$ cat src/rtl/modulo_counter.sv
// Up/down modulo-n counter with parallel load, enable and a cascade terminal-count strobe.
// Build option: define MODULO_COUNTER_LOAD_CLAMP_EN to clamp out-of-range loads to n-1 (default loads 0).
module modulo_counter #(
  parameter int x = 3,
  parameter int n = 5
) (
  input  logic         clk,
  input  logic         reset,
  input  logic         en,
  input  logic         load,
  input  logic         count_down,
  input  logic [x-1:0] load_value,
  output logic [x-1:0] count,
  output logic         tc
);

  generate
    if (x < 1 || x > 16) begin : g_bad_width
      $error("modulo_counter: x=%0d outside 1..16", x);
    end
    if (n < 2 || n > (2 ** x)) begin : g_bad_modulus
      $error("modulo_counter: n=%0d outside 2..2^x", n);
    end
  endgenerate

  // Top of range sized to x bits so n == 2^x compares against all-ones.
  localparam logic [x-1:0] C_MAX = x'(n - 1);

  logic [x-1:0] r_count;
  logic [x-1:0] w_count_next;
  logic [x-1:0] w_load_fixed;
  logic         w_at_max;
  logic         w_at_zero;
  logic         w_load_oor;

  assign w_at_max   = (r_count == C_MAX);
  assign w_at_zero  = (r_count == '0);
  assign w_load_oor = (load_value > C_MAX);

`ifdef MODULO_COUNTER_LOAD_CLAMP_EN
  assign w_load_fixed = w_load_oor ? C_MAX : load_value;
`else
  assign w_load_fixed = w_load_oor ? '0 : load_value;
`endif

  always_comb begin
    w_count_next = r_count;
    if (load) begin
      w_count_next = w_load_fixed;
    end else if (en) begin
      if (count_down) begin
        w_count_next = w_at_zero ? C_MAX : (r_count - x'(1));
      end else begin
        w_count_next = w_at_max ? '0 : (r_count + x'(1));
      end
    end
  end

  always_ff @(posedge clk or negedge reset) begin
    if (!reset) begin
      r_count <= '0;
    end else begin
      r_count <= w_count_next;
    end
  end

  assign count = r_count;
  // Strobe marks the cycle whose edge wraps, so a following stage can use it as its enable.
  assign tc = reset & ~load & en & ((~count_down & w_at_max) | (count_down & w_at_zero));

endmodule

$ cat config.mk
export PLATFORM = sky130hd
export DESIGN_NAME = modulo_counter
export DESIGN_NICKNAME = d
export VERILOG_FILES = /design/src/rtl/modulo_counter.sv
export SDC_FILE = /design/constraint.sdc
export NUM_CORES = 1
export LEC_CHECK = 0
export CAP_MARGIN = 40
export CORE_AREA = 3 3 40 42
export CTS_BUF_LIST = sky130_fd_sc_hd__clkbuf_4 sky130_fd_sc_hd__clkbuf_8 sky130_fd_sc_hd__clkbuf_16
export DETAILED_ROUTE_END_ITERATION = 7
export DIE_AREA = 0 0 43 45
export GPL_TIMING_DRIVEN = 0
export PLACE_DENSITY_LB_ADDON = 0.15
export SLEW_MARGIN = 15
export SYNTH_ARGS = -nofsm -noshare
export SYNTH_HDL_FRONTEND = slang
export SYNTH_SLANG_ARGS = --single-unit
$ cat constraint.sdc
create_clock -name clk -period 1.3 [get_ports clk]
set_input_delay 0.13 -clock clk [delete_from_list [all_inputs] [get_ports clk]]
set_output_delay 0.13 -clock clk [all_outputs]
set_load 0.05 [all_outputs]
### After elaboration in Yosys (flattened, before gate mapping)

Cells that the tools add are included.

| storage, ports and cells | value |
|---|---|
| output and inout port bits | 4 |
| register bits after elaboration | 3 |
| word-level logic and storage cells | 21 |
| input port bits | 8 |

| operators by class | value |
|---|---|
| bitwise operators | 8 |
| muxes and demuxes | 6 |
| add/sub/neg operators | 2 |
| order comparisons | 1 |
| eq/ne operators | 1 |
| reduce and logical (&&, ||, !) cells | 2 |

Operator list:

| kind | number |
|---|---|
| $mux W3 | 6 |
| $and A1 B1 Y1 | 5 |
| $add A3 B1 Y3 const B | 1 |
| $eq A3 B3 Y1 const B | 1 |
| $gt A3 B3 Y1 const B | 1 |
| $logic_not A3 Y1 | 1 |
| $sub A3 B1 Y3 const B | 1 |
| $not A1 Y1 | 2 |
| $reduce_bool A2 Y1 | 1 |
| $or A1 B1 Y1 | 1 |

### Longest topological paths before layout

| logic depth | value |
|---|---|
| word-level depth | 5 |
| gate-level depth with buffers | 6 |
| gate-level depth less buffers | 6 |

### Worst setup path before layout

OpenSTA, ideal clock, no wires.

| timing | value |
|---|---|
| path type | reg2out |
| start point | register r_count[0] (netlist: count[0]) |
| end point | output port tc |
| required time | 1170 ps |
| cell stages (with the launch flop) | 5 |
| data arrival time | 2120 ps |
| buffers on the path | 0 |
| slack | -950 ps |
| cells stage by stage | dfrtp_1 > inv_1 > ha_1 > nand2_1 > nor3_1 |

| on the way | value |
|---|---|
| word-level cells in the longest chain between the ends | 4 |
| elaborated cells on any way between the ends | 6 |
| those cells by class | eq/ne (1); bitwise (4); reduce/logical (1) |

RTL lines:

| item | line | text |
|---|---|---|
| start: declaration | 29 | `logic [x-1:0] r_count;` |
| start signal: assignment | 63 | `r_count <= w_count_next;` |
| $eq A3 B3 Y1 / $logic_not A3 Y1 (equally long branches) | 36, 37 |  |
| $and A1 B1 Y1 | 69 | `assign tc = reset & ~load & en & ((~count_down & w_at_max) \| (count_down & w_at_zero));` |
| $or A1 B1 Y1 * | 69 |  |
| $and A1 B1 Y1 * | 69 |  |
| end: declaration | 14 | `output logic tc` |

Every way passes the cells marked *; elsewhere a longest branch is shown, timed or not.

### Final worst setup path

| timing | value |
|---|---|
| start point | register r_count[1] (netlist: count[1]) |
| end point | output port tc |

Same word-level chain as after synthesis.

==> summary.txt <==
Detailed routing
  • Vias per std cell: 4.70
  • Uppermost layer routed: met3
  • Routed Antenna Nets: 0
  • Routed WL: 807 um
  • DRT met1 WL: 331 um
  • Drt wl/cell: 12.2 um
  • Metal2 WL: 440 um
  • Via count: 310
  • DRT iter0 DRCs: 0
  • Routed length on met3: 35 um
  • DRT Pass-1 Iters: 1
  • DRC viols: 0

Die
  • Initial core utilization: 0.206
  • Die height: 45 um
  • Die W: 43 um
  • FP Rows: 13
  • Die ar.: 1940 um2
  • # IOs: 12
  • CORE AREA: 1280 um2

Global route
  • Global-route wire length before repair: 1.44 mm
  • Initial antenna violation count: 0
  • Vias in the first global route: 334
  • Pin count of the biggest net entering global routing: 8
  • Gr usage total: 0.101
  • GRT overflow: 0

Synthesis
  • Yosys cell types: 18
  • Area leader, netlist: dfrtp_1
  • Post-synthesis sequential area ratio: 0.283
  • Synth Register Bits: 3
  • Cells after Synth: 31
  • Syn_area_per_cell: 8.56 um2
  • Post-Syn Area: 265 um2
  • Largest cells by area after synthesis: dfrtp_1 (28%), ha_1 (14%), a21oi_1 (5.7%)
  • Yosys top cell area share: 0.283
  • Synth warn: 0
  • Post-Syn Nets: 42

Power
  • Peak VDD IR: 262 uV
  • Pwr dens: 1020 nW/um2
  • Leakage: 0.000240 uW

Setup path
  • Reg2Reg Setup Slack: -0.03 ns
  • Worst setup SP type: register
  • WP data arrival: 1.26 ns
  • Crit path kind: reg2out
  • Critical Path Sink Type: output port
  • Worst r2r path cells: 6
  • Worst Path Required: 1.17 ns
  • Largest fanout on the critical path: 3
  • R2r startpoint: count[1]$_DFFE_PN0P_
  • RR Endpoint: count[2]$_DFFE_PN0P_

Place
  • I/O Buffers: 11
  • GP Congestion: 0.630
  • HPWL Detailed: 575 um
  • Placed cells: 57
  • Pre-CTS setup slack: -0.906 ns
  • Placed cell areas: 447 um2

Layout
  • Nets: 63
  • Layout Cells excl Fill: 66
  • Area Growth Syn to Fin: 112%
  • Most frequent cells in the layout: clkdlybuf4s50_1 (5), clkbuf_4 (4), buf_4 (4), dfrtp_2 (3), clkdlybuf4s15_2 (3)
  • Share of cells above drive strength 1: 0.608
  • Max reg flops: 3
  • Final instance area: 563 um2
  • Most common cell after layout, fill and taps aside: clkdlybuf4s50_1
  • Final core occ: 0.438
  • # diodes: 0
  • Filler instances: 131

Clock tree
  • CTS buffer count: 3
  • Clk Tree Root Cell: clkbuf_4
  • CTS Hold Bufs: 0
  • Number of clock sinks: 3
  • Clk_lat worst skew: 0.23 ns
  • Htree depth: 1
  • Worst-path clk slew: 0.04 ns
  • CTS tree: done
  • Clk buf depth: 2

STA
  • Clk_skew: 0.000955 ns
  • Slew Limit Headroom: 0.726
  • Worst Tran Pin Value: 0.410 ns
  • Unrepaired setup endpoints after global routing: true
  • PnR worst setup slack: -0.0874 ns
  • Final Slew Violations: 0
  • Fmax: 721 MHz
  • Hold slack: 0.0985 ns
  • Final-report hold violation count: 0
  • Tcrit/Tclk final: 1.07
  • Final worst path period need: 1.39 ns
  • Final setup fails: 3

Run status
  • Status: complete, but fails checks
  • Failing checks: negative setup slack

Hold path
  • Class of the worst hold path: in2async

Flow run
  • Max Cap Viol: 0
worst max-delay path by stage:
stage                                    start  slack (ns)  cells after the start  endpoint
final                     count[1]$_DFFE_PN0P_       -0.09                      5        tc
after global routing      count[1]$_DFFE_PN0P_       -0.16                      5        tc
after CTS                 count[0]$_DFFE_PN0P_        -0.1                      5        tc
after detailed placement            count_down       -0.91                      5        tc
after global placement              count_down       -0.92                      5        tc
after floorplan           count[1]$_DFFE_PN0P_       -0.16                      4        tc
cell families (layout without fill, tap and decap cells):
logic type	count (synthesis)	count (layout)	synth area share
XOR/XNOR	1	1	0.0330
adder cells (fa/ha/maj)	3	3	0.142
AND/OR/NAND/NOR	9	9	0.184
AO/OA/AOI/OAI	11	11	0.302
flip-flops	3	3	0.283
buffers and inverters	4	24	0.0566
critical path, cell delays in order, from the launching register on:
cell,delay (ns)
dfrtp_2,0.42
inv_2,0.09
ha_4,0.16
nand2_4,0.06
nor3_4,0.11
buf_6,0.18
where the power goes:
group / internal (uW) / switching [uW]
clock network: 136 / 48.5
logic: 133 / 139
registers: 107 / 13.1
total: 375 / 201
cell usage after synthesis:
| cell type | count |
|---|---|
| a21oi_1 | 3 |
| or3b_2 | 1 |
| a221oi_2 | 1 |
| nand2b_1 | 2 |
| nand3b_1 | 1 |
| o311ai_0 | 1 |
| xor2_1 | 1 |
| nand2_1 | 3 |
| a22oi_1 | 1 |
| ha_1 | 3 |
| dfrtp_1 | 3 |
| inv_1 | 4 |
| nor3_1 | 1 |
| nor2_1 | 1 |
| o22a_2 | 1 |
| a211oi_1 | 1 |
| o21ai_0 | 2 |
| a31oi_1 | 1 |
through the flow:
stage | total power, uW | setup TNS (ns)
2_1_floorplan | 255 | -0.450
3_3_place_gp | 326 | -1.63
3_5_place_dp | 328 | -1.58
4_1_cts | 574 | -0.132
5_1_grt | 616 | -0.383
6_report | 576 | -0.123
final cells by class:
cell class,count,area (um2),share of cell area
timing repair buffer,16,166,0.296
sequential,3,78.8,0.140
inverter,4,15.0,0.0267
tap,15,18.8,0.0333
multi-input combinational,24,254,0.451
clock buffer,4,30.0,0.0533
routing by layer:
layer  track usage  up-vias
li1              -      152
met1         0.123      149
met2         0.183        9
met3        0.0239        0
met4        0.0181        0
met5             0        -
what timing repair did:
item / in CTS / in global routing
pin swaps: 8 / 1
setup buffers: 5 / 0
endpoints found under the setup margin: 6 / 4
resized for setup: 23 / 2
No activity file was read; power rests on OpenSTA's default activity.
